$ cat src/rtl/pc_stack_ctrl_pkg.sv
// Shared types for the PC sequencer: op encoding, branch condition codes
// and the flag-based condition evaluator.
package pc_stack_ctrl_pkg;

    typedef enum logic [1:0] {
        OP_NEXT = 2'b00,
        OP_JUMP = 2'b01,
        OP_CALL = 2'b10,
        OP_RET  = 2'b11
    } op_e;

    localparam logic [3:0] COND_ALWAYS = 4'b1111;
    localparam logic [3:0] COND_EQ     = 4'b0001;
    localparam logic [3:0] COND_NE     = 4'b0010;
    localparam logic [3:0] COND_GT     = 4'b0011;
    localparam logic [3:0] COND_GE     = 4'b0100;
    localparam logic [3:0] COND_LT     = 4'b0101;
    localparam logic [3:0] COND_LE     = 4'b0110;
    localparam logic [3:0] COND_CS     = 4'b0111;
    localparam logic [3:0] COND_CC     = 4'b1000;

    // Unlisted codes evaluate to never-taken.
    function automatic logic cond_eval(logic [3:0] cond, logic z, logic n, logic c);
        case (cond)
            COND_ALWAYS: return 1'b1;
            COND_EQ:     return z;
            COND_NE:     return !z;
            COND_GT:     return !z && !n;
            COND_GE:     return !n;
            COND_LT:     return n;
            COND_LE:     return n || z;
            COND_CS:     return c;
            COND_CC:     return !c;
            default:     return 1'b0;
        endcase
    endfunction

endpackage

$ cat src/rtl/pc_stack_ctrl_if.sv
// Control-unit <-> sequencer bus: op/cond/target/flags in, pc and stack status out.
interface pc_stack_ctrl_if #(
    parameter int ADDR_W      = 8,
    parameter int STACK_DEPTH = 4,
    parameter int SP_W        = $clog2(STACK_DEPTH + 1)
);
    logic              en;
    logic [1:0]        op;
    logic [3:0]        cond;
    logic [ADDR_W-1:0] target;
    logic              flag_z;
    logic              flag_n;
    logic              flag_c;
    logic [ADDR_W-1:0] pc;
    logic              taken;
    logic [SP_W-1:0]   sp;
    logic              stack_full;
    logic              stack_empty;
    logic              err_ovf;
    logic              err_unf;

    modport master (
        output en, op, cond, target, flag_z, flag_n, flag_c,
        input  pc, taken, sp, stack_full, stack_empty, err_ovf, err_unf
    );

    modport slave (
        input  en, op, cond, target, flag_z, flag_n, flag_c,
        output pc, taken, sp, stack_full, stack_empty, err_ovf, err_unf
    );
endinterface

$ cat src/rtl/pc_stack_ctrl_ret_stack.sv
// Return-address LIFO. Push-when-full and pop-when-empty are silently dropped;
// the caller reports them as errors.
module ret_stack #(
    parameter int ADDR_W      = 8,
    parameter int STACK_DEPTH = 4,
    localparam int SP_W       = $clog2(STACK_DEPTH + 1),
    localparam int IDX_W      = (STACK_DEPTH > 1) ? $clog2(STACK_DEPTH) : 1
) (
    input  logic              clk,
    input  logic              rst_n,
    input  logic              push,
    input  logic              pop,
    input  logic [ADDR_W-1:0] din,
    output logic [ADDR_W-1:0] dout,
    output logic [SP_W-1:0]   sp,
    output logic              full,
    output logic              empty
);
    logic [ADDR_W-1:0] mem_q [STACK_DEPTH];
    logic [SP_W-1:0]   sp_q;
    logic              do_push;
    logic              do_pop;

    assign full    = (sp_q == SP_W'(STACK_DEPTH));
    assign empty   = (sp_q == '0);
    assign do_push = push && !full;
    assign do_pop  = pop && !empty;
    assign sp      = sp_q;
    assign dout    = mem_q[IDX_W'(sp_q - SP_W'(1))];

    always_ff @(posedge clk or negedge rst_n) begin
        if (!rst_n) begin
            sp_q <= '0;
        end else if (do_push) begin
            sp_q <= sp_q + SP_W'(1);
        end else if (do_pop) begin
            sp_q <= sp_q - SP_W'(1);
        end
    end

    // Entries need no reset: sp alone defines what is valid.
    always_ff @(posedge clk) begin
        if (do_push) begin
            mem_q[IDX_W'(sp_q)] <= din;
        end
    end

endmodule

$ cat src/rtl/pc_stack_ctrl.sv
// Program-counter sequencer for fetch: NEXT/JUMP/CALL/RET with condition codes,
// a return-address stack, stall support and sticky stack-error flags.
module pc_stack_ctrl
    import pc_stack_ctrl_pkg::*;
#(
    parameter int ADDR_W      = 8,
    parameter int STACK_DEPTH = 4,
    localparam int SP_W       = $clog2(STACK_DEPTH + 1)
) (
    input  logic                 clk,
    input  logic                 rst_n,
    pc_stack_ctrl_if.slave       bus
);
    logic [ADDR_W-1:0] pc_q, pc_d, seq, tos;
    logic              taken_q, taken_d;
    logic              ovf_q, ovf_d, unf_q, unf_d;
    logic              push, pop, full, empty, cond_ok;

    assign seq     = pc_q + ADDR_W'(1);
    assign cond_ok = cond_eval(bus.cond, bus.flag_z, bus.flag_n, bus.flag_c);

    ret_stack #(.ADDR_W(ADDR_W), .STACK_DEPTH(STACK_DEPTH)) u_stack (
        .clk   (clk),
        .rst_n (rst_n),
        .push  (push),
        .pop   (pop),
        .din   (seq),
        .dout  (tos),
        .sp    (bus.sp),
        .full  (full),
        .empty (empty)
    );

    always_comb begin
        pc_d    = pc_q;
        taken_d = 1'b0;
        ovf_d   = ovf_q;
        unf_d   = unf_q;
        push    = 1'b0;
        pop     = 1'b0;
        if (bus.en) begin
            pc_d = seq;
            case (op_e'(bus.op))
                OP_JUMP: if (cond_ok) begin
                    pc_d    = bus.target;
                    taken_d = 1'b1;
                end
                OP_CALL: if (cond_ok) begin
                    if (full) begin
                        ovf_d = 1'b1;
                    end else begin
                        push    = 1'b1;
                        pc_d    = bus.target;
                        taken_d = 1'b1;
                    end
                end
                OP_RET: if (cond_ok) begin
                    if (empty) begin
                        unf_d = 1'b1;
                    end else begin
                        pop     = 1'b1;
                        pc_d    = tos;
                        taken_d = 1'b1;
                    end
                end
                default: ;
            endcase
        end
    end

    always_ff @(posedge clk or negedge rst_n) begin
        if (!rst_n) begin
            pc_q    <= '0;
            taken_q <= 1'b0;
            ovf_q   <= 1'b0;
            unf_q   <= 1'b0;
        end else begin
            pc_q    <= pc_d;
            taken_q <= taken_d;
            ovf_q   <= ovf_d;
            unf_q   <= unf_d;
        end
    end

    assign bus.pc          = pc_q;
    assign bus.taken       = taken_q;
    assign bus.stack_full  = full;
    assign bus.stack_empty = empty;
    assign bus.err_ovf     = ovf_q;
    assign bus.err_unf     = unf_q;

endmodule

$ cat src/flat_wrapper.sv
// flat-port wrapper written by rule: the top's interface ports become plain ports
module pc_stack_ctrl_flat import pc_stack_ctrl_pkg::*;
#(
    parameter int ADDR_W      = 8,
    parameter int STACK_DEPTH = 4,
    localparam int SP_W       = $clog2(STACK_DEPTH + 1)
)
  (clk, rst_n, bus_en, bus_op, bus_cond, bus_target, bus_flag_z, bus_flag_n, bus_flag_c, bus_pc, bus_taken, bus_sp, bus_stack_full, bus_stack_empty, bus_err_ovf, bus_err_unf);
  pc_stack_ctrl_if #(.ADDR_W(ADDR_W), .STACK_DEPTH(STACK_DEPTH)) bus_i ();
  input  logic clk;
  input  logic rst_n;
  input wire logic [$bits(bus_i.en)-1:0] bus_en;
  input wire logic [$bits(bus_i.op)-1:0] bus_op;
  input wire logic [$bits(bus_i.cond)-1:0] bus_cond;
  input wire logic [$bits(bus_i.target)-1:0] bus_target;
  input wire logic [$bits(bus_i.flag_z)-1:0] bus_flag_z;
  input wire logic [$bits(bus_i.flag_n)-1:0] bus_flag_n;
  input wire logic [$bits(bus_i.flag_c)-1:0] bus_flag_c;
  output wire logic [$bits(bus_i.pc)-1:0] bus_pc;
  output wire logic [$bits(bus_i.taken)-1:0] bus_taken;
  output wire logic [$bits(bus_i.sp)-1:0] bus_sp;
  output wire logic [$bits(bus_i.stack_full)-1:0] bus_stack_full;
  output wire logic [$bits(bus_i.stack_empty)-1:0] bus_stack_empty;
  output wire logic [$bits(bus_i.err_ovf)-1:0] bus_err_ovf;
  output wire logic [$bits(bus_i.err_unf)-1:0] bus_err_unf;
  assign bus_i.en = bus_en;
  assign bus_i.op = bus_op;
  assign bus_i.cond = bus_cond;
  assign bus_i.target = bus_target;
  assign bus_i.flag_z = bus_flag_z;
  assign bus_i.flag_n = bus_flag_n;
  assign bus_i.flag_c = bus_flag_c;
  assign bus_pc = bus_i.pc;
  assign bus_taken = bus_i.taken;
  assign bus_sp = bus_i.sp;
  assign bus_stack_full = bus_i.stack_full;
  assign bus_stack_empty = bus_i.stack_empty;
  assign bus_err_ovf = bus_i.err_ovf;
  assign bus_err_unf = bus_i.err_unf;
  pc_stack_ctrl #(.ADDR_W(ADDR_W), .STACK_DEPTH(STACK_DEPTH)) u_core (.clk(clk), .rst_n(rst_n), .bus(bus_i));
endmodule
$ cat config.mk
export PLATFORM = sky130hd
export DESIGN_NAME = pc_stack_ctrl_flat
export DESIGN_NICKNAME = d
export VERILOG_FILES = /design/src/rtl/pc_stack_ctrl_pkg.sv /design/src/rtl/pc_stack_ctrl_if.sv /design/src/rtl/pc_stack_ctrl_ret_stack.sv /design/src/rtl/pc_stack_ctrl.sv /design/src/flat_wrapper.sv
export SDC_FILE = /design/constraint.sdc
export NUM_CORES = 1
export LEC_CHECK = 0
export BUFFER_PORTS_ARGS = -buffer_cell sky130_fd_sc_hd__buf_2
export CORE_MARGIN = 3
export CORE_UTILIZATION = 55
export CTS_CLUSTER_DIAMETER = 80
export CTS_CLUSTER_SIZE = 40
export DETAILED_ROUTE_END_ITERATION = 8
export PLACE_DENSITY_LB_ADDON = 0.25
export SLEW_MARGIN = 20
export SYNTH_ARGS = -nofsm -noshare
export SYNTH_HDL_FRONTEND = slang
export SYNTH_SLANG_ARGS = --single-unit
export TNS_END_PERCENT = 10
$ cat constraint.sdc
create_clock -name clk -period 6.8 [get_ports clk]
set_clock_uncertainty 0.1 [all_clocks]
set_input_delay 0.68 -clock clk [delete_from_list [all_inputs] [get_ports clk]]
set_output_delay 0.68 -clock clk [all_outputs]
set_load 0.01 [all_outputs]
-- Word level (Yosys, flattened, before mapping)
Memories as Yosys holds them, arrays and structs flattened.
Cells that the tools add are included.
- register bits after elaboration: 14
- bits in writable memories: 32
- logic and storage cells: 57
- memories kept: 1
- add/subtract/negate cells: 3
- equality and inequality tests: 13
- multiplexer cells: 22
- reductions and logical operators: 13
- memory list (memory ; depth ; width ; rd ports ; clocked after memory_dff ; wr ports ; RTL line ; RTL):
    u_core.u_stack.mem_q ; 4 ; 8 ; 1 ; 0 ; 1 ; pc_stack_ctrl_ret_stack.sv:19 ; logic [ADDR_W-1:0] mem_q [STACK_DEPTH];
- operators with widths (kind ; count):
    2-to-1 mux 8 bit ; 5
    case mux 8 bit (3 select lines) ; 1
    == test 4 x 3 -> 1 bit (second input constant) ; 4
    2-to-1 mux 1 bit ; 12
    case mux 1 bit (9 select lines) ; 1
    adder 8 x 1 -> 8 bit (second input constant) ; 1
    == test 4 x 2 -> 1 bit (second input constant) ; 2
    == test 4 bit (second input constant) ; 2
    AND reduction 4 bit ; 2
    2-to-1 mux 3 bit ; 2
    logical NOT 1 bit ; 5
    == test 2 bit (second input constant) ; 2
    == test 4 x 1 -> 1 bit (second input constant) ; 1
    adder 3 x 1 -> 3 bit (second input constant) ; 1
    == test 3 bit (second input constant) ; 1
    logical AND 1 bit ; 3
    logical NOT 3 bit ; 1
    case mux 1 bit (3 select lines) ; 1
    subtractor 3 x 1 -> 3 bit (second input constant) ; 1
    == test 2 x 1 -> 1 bit (second input constant) ; 1
    nonzero test 2 bit ; 1
    logical OR 1 bit ; 1

-- Logic depth before layout (Yosys ltp)
Gate-level depths: netlist of the first run.
- depth in word-level cells: 9
- depth in mapped cells: 11

-- By module
From an unflattened synthesis of the first run, not the netlist that was laid out.
- cells, all modules: 220
- area total of the unflattened synthesis: 2571.2 um^2
- modules (own cells, without submodules) (module ; times used ; area each (um^2) ; cells an instance ; sequential area each (um^2)):
    ret_stack ; 1 ; 1450.1 ; 73 ; 1036.0
    pc_stack_ctrl ; 1 ; 1121.1 ; 147 ; 275.3

-- Least setup slack after synthesis of the first run
Ideal clock, no wire load.
- path type: register -> register
- start: register u_core.u_stack.sp_q[0], in the netlist u_core.u_stack.sp[0]
- end: register u_core.pc_q[4], in the netlist u_core.bus.pc[4]
- arrival time: 2273 ps
- setup slack: 4301 ps
- path buffers: 2
- library setup time: 126 ps
- clock period less this slack: 2499 ps
- cell stages (with the launch flop): 10
- cell sequence: dfrtp_1 -> buf_4 -> inv_1 -> ha_1 -> clkbuf_2 -> mux4_2 -> a211oi_1 -> nor4_1 -> and4_1 -> a311o_1
- word-level cells in the longest chain between the ends: 5
- elaborated cells between the ends (all ways): 9
- those cells by class: 1 x add/sub; 1 x eq/ne; 5 x mux; 1 x reduce/logical; 1 x memory
- RTL lines (item ; RTL line ; RTL):
    from (decl) ; pc_stack_ctrl_ret_stack.sv:20 ; logic [SP_W-1:0] sp_q;
    from (signal assigned) ; pc_stack_ctrl_ret_stack.sv:35 ; sp_q <= sp_q + SP_W'(1);
    from (signal assigned) ; pc_stack_ctrl_ret_stack.sv:37 ; sp_q <= sp_q - SP_W'(1);
    subtractor 3 x 1 -> 3 bit ; n/a ;
    memory (4 x 8 bit) ; n/a ;
    2-to-1 mux 8 bit ; pc_stack_ctrl.sv:58 ; if (empty) begin
    2-to-1 mux 8 bit ; pc_stack_ctrl.sv:57 ; OP_RET: if (cond_ok) begin
    case mux 8 bit (3 select lines) (*) ; pc_stack_ctrl.sv:43 ; case (op_e'(bus.op))
    to (signal assigned) ; pc_stack_ctrl.sv:78 ; pc_q <= pc_d;
    to (decl) ; pc_stack_ctrl.sv:14 ; logic [ADDR_W-1:0] pc_q, pc_d, seq, tos;
Every way passes the cells marked *; elsewhere a longest branch is shown, timed or not.
A chain may end at the register's enable or synchronous reset.

-- Worst setup path in the final report of the first run
- start: register u_core.u_stack.sp_q[0], in the netlist u_core.u_stack.sp[0]
- end: output port bus_stack_empty
- word-level cells in the longest chain between the ends: 1
- RTL lines (item ; RTL line ; RTL):
    logical NOT 3 bit ; pc_stack_ctrl_ret_stack.sv:25 ; assign empty = (sp_q == '0);
    to (decl) ; flat_wrapper.sv:23 ; output wire logic [$bits(bus_i.stack_empty)-1:0] bus_stack_empty;
No other way between the ends.

==> results of run 1 <==
## where the power goes
part	total [uW]	leakage (uW)	internal (uW)	switching, uW
Sequential	431	0.000452	376	54.9
Clock	159	0.0000438	69.1	90.1
Combinational	413	0.000589	174	239
## routing by layer
layer / global-route usage / vias to the layer above
met4: 0.0779 / 0
li1: - / 848
met1: 0.306 / 830
met3: 0.0344 / 9
met5: 0 / -
met2: 0.325 / 68
## per-stage QoR
step / cells / power (uW) / hold slack [ns] / cell area (um2) / setup WS [ns]
2_1_floorplan: 213 / 718 / 0.284 / 2450 / 4.30
6_report: 295 / 1000 / 0.182 / 2710 / 3.80
5_1_grt: 295 / 1070 / 0.189 / 2710 / 3.55
4_1_cts: 295 / 1000 / 0.186 / 2710 / 3.77
3_5_place_dp: 288 / 846 / 0.347 / 2630 / 3.79
3_3_place_gp: 288 / 843 / 0.334 / 2630 / 3.86
## layout by cell type, fill, tap and decap left out, drive strengths merged, types with 3 or more instances in the layout
cell type and instances:
mux4 7, edfxtp 32, mux2i 4, and3 4, a31oi 3, dfrtp 14, clkbuf 5, nand3 7
nor3 9, xor2 6, o21ai 9, nand2 20, nor2 17, nand2b 3, nor2b 6, inv 9
and2 3, or2 3, a21oi 9, xnor2 4, ha 6, buf 35
## sequential cells by signal, summed over array words and instances, names as in the netlist
| register | flops |
|---|---|
| u_core.u_stack.sp | 3 |
| u_core.bus.err_ovf | 1 |
| u_core.u_stack.mem_q | 32 |
| u_core.bus.err_unf | 1 |
| u_core.bus.pc | 8 |
| u_core.bus.taken | 1 |
## worst min-delay path by stage
stage	endpoint	cells after the start
after global routing	u_core.bus.pc[7]	1
after floorplan	u_core.bus.err_ovf	0
after CTS	u_core.bus.pc[4]	1
after detailed placement	u_core.bus.err_unf	1
after global placement	u_core.bus.err_unf	1
final	u_core.bus.pc[7]	1
## kinds of logic after synthesis
family                   Yosys count  synth area share
buffers and inverters             19            0.0378
AND/OR/NAND/NOR                   80             0.168
multiplexers                      12            0.0852
AO/OA/AOI/OAI                     40             0.108
flip-flops                        46             0.535
XOR/XNOR                          10            0.0357
adder cells (fa/ha/maj)            6            0.0306
## final cells by class
cell class | instances | area, um2
clock inverter | 2 | 10.0
tap | 50 | 62.6
fill | 346 | 1430
inverter | 9 | 33.8
multi-input combinational | 148 | 1050
timing repair buffer | 35 | 175
sequential | 46 | 1310
clock buffer | 5 | 68.8
==> metrics, run 1 <==
clk slew on worst S/H paths=0.09 ns; R2R Path End=u_core.bus.pc[4]; Metal-1 WL=2390 um; most instantiated cells after synthesis=edfxtp_1 (32), nand2_1 (20), nor2_1 (17), dfrtp_1 (14); DRT Pass-1 Iters=4; WL/cell=17.5 um; critical path arrival=roughly 2.2 ns; core box area=4140 um2; largest area contributor in the netlist=edfxtp_1; DRT iter0 DRCs=126; Die ar.=roughly 5300 um2; Post-CTS Setup Inserts=0; post-synth top area share=0.392; FF-to-FF Start=u_core.u_stack.sp[0]; crit path kind=register to primary output; TritonCTS clock tree=yes; wire length on met2=between 2000 and 2500 um; routability cong.=approximately 0.8; num ports=36; Post-synth EDFFs=32; drt via density=5.95; Vias=1755; Levels on crit path=5; actual slew at the worst max-slew pin=0.989 ns; Worst Reg-to-Reg Cells=7; CP required=6.02 ns; RSZ-0062 raised after global routing=no; FF+latch count, synth=46; Synth cell types=50; f_max=334 MHz; critical path launch point=u_core.u_stack.sp[0]; Die W=72.8 um; CP Cell Sequence=inv_1 > ha_1 > nand2b_1 > inv_1 > buf_2; number of clock sinks=46; Port Buffer Count=35; Tmin final=3.00 ns; synthesized area=2450 um2; slowest CP cell=dfrtp_1; H-tree levels=2; largest net degree at the start of global routing=21; maximum fanout along the worst path=11; Post-DP HPWL=3730 um; hold buffers post-CTS=0; Synth Area per Inst=11.5 um2; largest incremental delay on the critical path=0.73 ns; CP dominant cell by count=inv_1; critical path endpoint=bus_stack_empty; final core utilization=0.654; gr usage total=0.212; Syn. warnings=0; PwrDens=370 nW/um2; Routed Antenna Nets=0; total CTS buffers=5; final worst path period share=0.441; met3 wire len=275 um; GRT overflow=0; final setup TNS=0 ns; fin nets=271; status=finished clean; vias in the first global route=1689; row count=23; Leakage=around 0.0011 uW; Initial Util=0.592; max-slew violation count=0; Startpoint Class=register; Mapped Cells=213; routed wire length=between 5000 and 6000 um; first-pass GRT wire length=8360 um; worst reg2reg setup slack=3.81 ns; post-detailed-route DRC marker count=0; sequential element share of the synthesized area=0.535; Setup-failing EPs final=0; Area contributors post-synth=edfxtp_1 (39%), dfrtp_1 (14%), mux4_2 (6.4%); # diodes=0; max cap viols=0; Max transition margin=0.335; FFs w/ async S/R, synth=0.304; Post-CTS Resized=0; endpoint class of the critical path=primary output; Hold WC Path Type=primary input to async pin; Crit path max-delay family=flip-flops; Skew-Pair Late Insertion Delay=about 0.30 ns; clk root buf=clkbuf_8; syn_nets=239; Bufs and invs on worst path=3; initial antenna violation count=0; share of layout cells above drive strength 1=0.237; die span in y=a little over 70 um; Max IR drop VDD=0.207 mV; most frequent cell after synthesis=edfxtp_1; predominant post-synthesis flop cell=edfxtp_1; highest routed layer=met4; Layout area overhead=10.5%; Clock Tree Buf Depth=2; endpoints failing hold=0
Power figures use the tool's default switching activity.
==> run 2: changes to the inputs <==
CORE_UTILIZATION = 51   (was 55)
clock period = 2.6 ns   (was 6.8 ns; I/O delays follow)
==> metrics, run 2 (synthesized netlist as in run 1, its figures left out) <==
TritonCTS clock tree=yes; clk root buf=clkbuf_8; post-route cell area=2810 um2 (+3.6%); PwrDens=994 nW/um2 (+170%); Flop pwr share=0.393 (-0.037); placed cell area=2690 um2 (+2.1%); Tmin final=2.34 ns; drt via density=5.82 (-2.2%); RSZ-0062 raised after global routing=no; Clock Tree Buf Depth=2 (unchanged); max cap viols=0 (unchanged); max-slew violation count=0 (unchanged); post-detailed-route DRC marker count=0 (unchanged); Worst Reg-to-Reg Cells=7 (unchanged); vias in the first global route=1697 (+0.47%); endpoints failing hold=0 (unchanged); cell internal pwr=1780 uW (+190%); max reg flops=32 (unchanged); Die ar.=5680 um2 (+7.2%); largest reg by FF count=u_core.u_stack.mem_q; initial antenna violation count=0 (unchanged); WL/cell=17.2 um (-2.1%); worst hold start=bus_target[7]; R2R Path End=u_core.bus.pc[4]; f_max=approximately 430 MHz; Max transition margin=0.634 (+0.299); gr usage total=0.203 (-0.00858); worst hold path depth=5; worst reg2reg setup slack=0.26 ns (-3.55 ns); Hold Crit Endpoint=u_core.bus.pc[7]; Port Buffer Count=35 (unchanged); actual slew at the worst max-slew pin=0.547 ns (-0.442 ns); commonest non-fill, non-tap cells in the layout=buf_2 (35), edfxtp_1 (32), nand2_1 (20), nor2_1 (17), dfrtp_1 (14); Vias=1781 (+1.5%); Skew-Pair Late Insertion Delay=0.29 ns (about the same); # diodes=0 (unchanged); Max IR drop VDD=0.402 mV (+94%); endpoint class of the critical path=register; Placed Cells=297 (+3.1%); final core utilization=0.623 (-0.0309); worst hold-check slack=0.266 ns (+0.0836 ns); most common cell after layout, fill and taps aside=buf_2; Routed Antenna Nets=0 (unchanged); critical path arrival=2.42 ns (+0.20 ns); switching share of power=0.361 (-0.0212); final worst path period share=0.901; clock power share=0.187 (+0.028); clk slew on worst S/H paths=0.09 ns (about the same); first-pass GRT wire length=8360 um (about the same); Leakage=0.00113 uW (+4.1%); number of clock sinks=46 (unchanged); Hold WC Path Type=primary input to register; fin nets=279 (+3.0%); Post-DP HPWL=4000 um (+7.1%); num ports=36 (unchanged); total CTS buffers=5 (unchanged); Non-Filler Instances=306 (+3.7%); row count=24 (+4.3%); largest net degree at the start of global routing=21 (unchanged); Layout area overhead=14.4%; Initial Util=0.544 (-0.0473); CP required=2.68 ns (-3.34 ns); Die W=75.3 um (+3.5%); Post-CTS Resized=0 (unchanged); H-tree levels=2 (unchanged); core box area=4500 um2 (+8.7%); routability cong.=0.823 (about the same); FF-to-FF Start=u_core.u_stack.sp[1]; status=finished clean; DRT iter0 DRCs=159 (+26%); GRT overflow=0 (unchanged); Comb power frac=0.420 (+0.009); share of layout cells above drive strength 1=0.256 (+0.0192); crit path kind=register to register; routed wire length=5250 um (+1.6%); DRT Pass-1 Iters=4 (unchanged); Setup-failing EPs final=0 (unchanged); die span in y=75.3 um (+3.5%); sw power=1010 uW (+160%); Startpoint Class=register; maximum fanout along the worst path=7 (-4); final setup TNS=0 ns (unchanged)
-- run 2: cell types whose count changed in the layout (fill, tap and decap cells not counted) --
cell,delta
clkinv_2,-2
bufinv_16,+1
clkbuf_1,+1
dlygate4sd3_1,+1
buf_4,+7
clkinvlp_4,+1
-- run 2: cell type report --
type,count,area (um2)
fill,374,1700
sequential,46,1310
multi-input combinational,148,1050
timing repair buffer,43,238
clock buffer,6,72.6
tap,52,65.1
clock inverter,2,37.5
inverter,9,33.8
-- run 2: power groups by stage --
stage | Clock [uW] | Sequential (uW) | Combinational, uW
after detailed placement | 0 | 1110 | 1180
after CTS | 537 | 1100 | 1180
final | 523 | 1090 | 1170
after global placement | 0 | 1110 | 1160
after floorplan | 0 | 1140 | 742
after global routing | 576 | 1110 | 1300
-- run 2: layer usage --
layer	share of wire	GRT usage
met3	0.056	0.0435
met5	0	0
met2	0.47	0.307
met4	0.018	0.0738
met1	0.45	0.291
-- run 2: metrics by stage --
step / power, uW / worst slack (ns)
6_report: 2790 / 0.258
5_1_grt: 2990 / 0.0814
2_1_floorplan: 1880 / 0.101
4_1_cts: 2820 / 0.264
3_5_place_dp: 2290 / 0.257
3_3_place_gp: 2270 / 0.268
-- run 2: how the worst max path moves through the flow --
| stage | start | endpoint | slack (ns) | cells past startpoint |
|---|---|---|---|---|
| 4_1_cts | u_core.u_stack.sp[1] | u_core.bus.pc[4] | 0.26 | 7 |
| 6_report | u_core.u_stack.sp[1] | u_core.bus.pc[4] | 0.26 | 7 |
| 2_1_floorplan | u_core.u_stack.sp[0] | u_core.bus.pc[4] | 0.10 | 9 |
| 5_1_grt | u_core.u_stack.sp[1] | u_core.bus.pc[4] | 0.08 | 7 |
| 3_3_place_gp | bus_flag_n | u_core.u_stack.mem_q[3][0] | 0.27 | 7 |
| 3_5_place_dp | bus_flag_n | u_core.u_stack.mem_q[3][7] | 0.26 | 7 |
-- run 2: worst max-delay path, stage by stage (launching register included) --
cell and delay (ns):
dfrtp_1 0.39, inv_1 0.10, ha_1 0.47, mux4_2 0.35, a211oi_1 0.21, nor4_1 0.10
and4_1 0.21, a311o_1 0.31
-- run 2: timing repair --
action	4_1_cts	5_1_grt
hold buffers	1	0
setup buffers	0	0
endpoints found under the hold margin	14	0
==> run 3: changes to the inputs <==
ABC_AREA = 1   (was default)
CORE_UTILIZATION = 52   (was 51)
==> metrics, run 3 <==
Initial Util=0.545 (about the same); CP dominant cell by count=nand2_1; largest reg by FF count=u_core.u_stack.mem_q; clk root buf=clkbuf_8; CP required=2.75 ns (+0.07 ns); Routed Antenna Nets=0 (unchanged); Mapped Cells=321 (+51%); die span in y=76.8 um (+1.9%); Crit path max-delay family=simple AND/OR/NAND/NOR gates; Syn. warnings=0 (unchanged); WL/cell=14.1 um (-18%); number of clock sinks=46 (unchanged); # diodes=0 (unchanged); Bufs and invs on worst path=2 (+1); Port Buffer Count=35 (unchanged); Max IR drop VDD=0.578 mV (+44%); drt via density=5.12 (-12%); actual slew at the worst max-slew pin=0.577 ns (+0.0294 ns); slowest CP cell=dfrtp_1; endpoints failing hold=0 (unchanged); RSZ-0062 raised after global routing=no; critical path arrival=2.22 ns (-0.20 ns); first-pass GRT wire length=10600 um (+27%); met2 usage=0.358 (+0.0512); largest incremental delay on the critical path=0.42 ns (-0.05 ns); grt peak-use layer=met2; H-tree levels=2 (unchanged); PwrDens=901 nW/um2 (-9.3%); max cap viols=0 (unchanged); most common cell after layout, fill and taps aside=nand2_1; DRT Pass-1 Iters=4 (unchanged); predominant post-synthesis flop cell=edfxtp_1; fin nets=391 (+40%); worst reg2reg setup slack=0.53 ns (+0.27 ns); final worst path period share=0.796 (-0.105); status=finished clean; Die W=76.8 um (+1.9%); crit path kind=register to register; routed wire length=6130 um (+17%); final setup TNS=0 ns (unchanged); vias in the first global route=2260 (+33%); share of layout cells above drive strength 1=0.167 (-0.0892); largest net degree at the start of global routing=20 (-4.8%); post-detailed-route DRC marker count=0 (unchanged); Post-CTS Setup Inserts=0 (unchanged); Clock Tree Buf Depth=2 (unchanged); most frequent cell after synthesis=nand2_1; row count=25 (+4.2%); Leakage=0.00142 uW (+26%); Pwr Total=2710 uW (-3.0%); Post-synth EDFFs=32 (unchanged); Area contributors post-synth=edfxtp_1 (37%), nand2_1 (14%), dfrtp_1 (13%); Synth cell types=29 (-42%); DRT iter0 DRCs=224 (+41%); most instantiated cells after synthesis=nand2_1 (98), nor2_1 (36), inv_1 (34), nand3_1 (33), edfxtp_1 (32); FF+latch count, synth=46 (unchanged); synthesized area=2610 um2 (+6.3%); CP Cell Sequence=inv_1 > ha_1 > clkinv_1 > nor2_1 > o21ai_0 > nand3_1 > o21ai_0 > nand2_1 > nand2_1 > nand2_1 > nand2_1 > nand2_1 > nand2_1 > nand2_1; GRT overflow=0 (unchanged); Startpoint Class=register; total CTS buffers=5 (unchanged); TritonCTS clock tree=yes; Vias=2217 (+24%); GR Util met1=0.306 (+0.0144); initial antenna violation count=0 (unchanged); Setup-failing EPs final=0 (unchanged); Synth Area per Inst=8.12 um2 (-29%); num ports=36 (unchanged); core box area=4790 um2 (+6.3%); max reg flops=32 (unchanged); Die ar.=5900 um2 (+3.9%); met3 usage=0.0516 (+0.00811); FFs w/ async S/R, synth=0.304 (unchanged); post-synth top area share=0.369 (-0.0233); Skew-Pair Late Insertion Delay=0.30 ns (about the same); maximum fanout along the worst path=9 (+2); routability cong.=0.843 (+2.3%); gr usage total=0.226 (+0.0232); syn_nets=347 (+45%); Layout area overhead=15.1%; Post-DP HPWL=4540 um (+14%); largest area contributor in the netlist=edfxtp_1; Max transition margin=0.613 (-0.0211); commonest non-fill, non-tap cells in the layout=nand2_1 (98), nor2_1 (36), buf_2 (35), inv_1 (34), nand3_1 (33); f_max=483 MHz (+13%); clk slew on worst S/H paths=0.09 ns (about the same); endpoint class of the critical path=register; Hold WC Path Type=primary input to register; sequential element share of the synthesized area=0.503 (-0.0318); Tmin final=2.07 ns (-0.273 ns); max-slew violation count=0 (unchanged)
run 3: metrics by stage:
step                      instance area, um2  worst slack, ns  cells  hold slack (ns)   util
after floorplan                         2610            0.130    321           -0.136      -
after global placement                  2880            0.632    424           0.0740  0.602
after detailed placement                2880            0.581    424           0.0777  0.602
after CTS                               3000            0.527    433            0.199  0.627
after global routing                    3000            0.290    433            0.248  0.627
final                                   3000            0.531    433            0.206  0.627
run 3: timing repair:
action | in CTS | in global routing
hold buffers | 1 | 0
gates resized for setup | 0 | 0
endpoints found under the hold margin | 14 | 0
endpoints found under the setup margin | 0 | 0
run 3: worst paths after layout:
kind / from / endpoint / cells after the start
min reg2reg: u_core.bus.err_unf / u_core.bus.err_unf / 1
max reg2reg: u_core.u_stack.sp[1] / u_core.bus.pc[1] / 14
max: u_core.u_stack.sp[1] / u_core.bus.pc[1] / 14
max in group asynchronous: rst_n / u_core.u_stack.sp[1] / 2
min in group asynchronous: rst_n / u_core.bus.pc[0] / 2
min: bus_en / u_core.bus.pc[6] / 3
run 3: worst register-to-register path: stages, from the launching register on:
cell	delay, ns
dfrtp_1	0.42
inv_1	0.10
ha_1	0.31
clkinv_1	0.27
nor2_1	0.17
o21ai_0	0.09
nand3_1	0.08
o21ai_0	0.09
nand2_1	0.08
nand2_1	0.06
nand2_1	0.05
nand2_1	0.04
nand2_1	0.06
nand2_1	0.05
nand2_1	0.05
run 3: layer usage:
| metal | wire length [um] | vias up |
|---|---|---|
| li1 | - | 1126 |
| met1 | 2740 | 1009 |
| met2 | 2880 | 73 |
| met3 | 434 | 9 |
| met4 | 73 | 0 |
| met5 | 0 | - |
run 3: logic make-up (layout without fill, tap and decap cells):
group	Yosys count	in the layout	synth area share
buffers and inverters	45	90	0.0720
AOI/OAI and AO/OA	34	34	0.0710
DFF	46	46	0.503
xor gates and xnor gates	10	10	0.0336
adders and majority gates	6	6	0.0288
and+or+nand+nor	180	180	0.292
run 3: final cells by class:
type	count	area, um2
fill	431	1780
sequential	46	1310
multi-input combinational	230	1110
timing repair buffer	44	245
inverter	38	143
tap	67	83.8
clock buffer	6	72.6
clock inverter	2	37.5
run 3: report_power, final:
group          internal, uW  switching (uW)  total [uW]
registers               906            76.7         983
logic                   408             777        1190
clock network           287             251         538
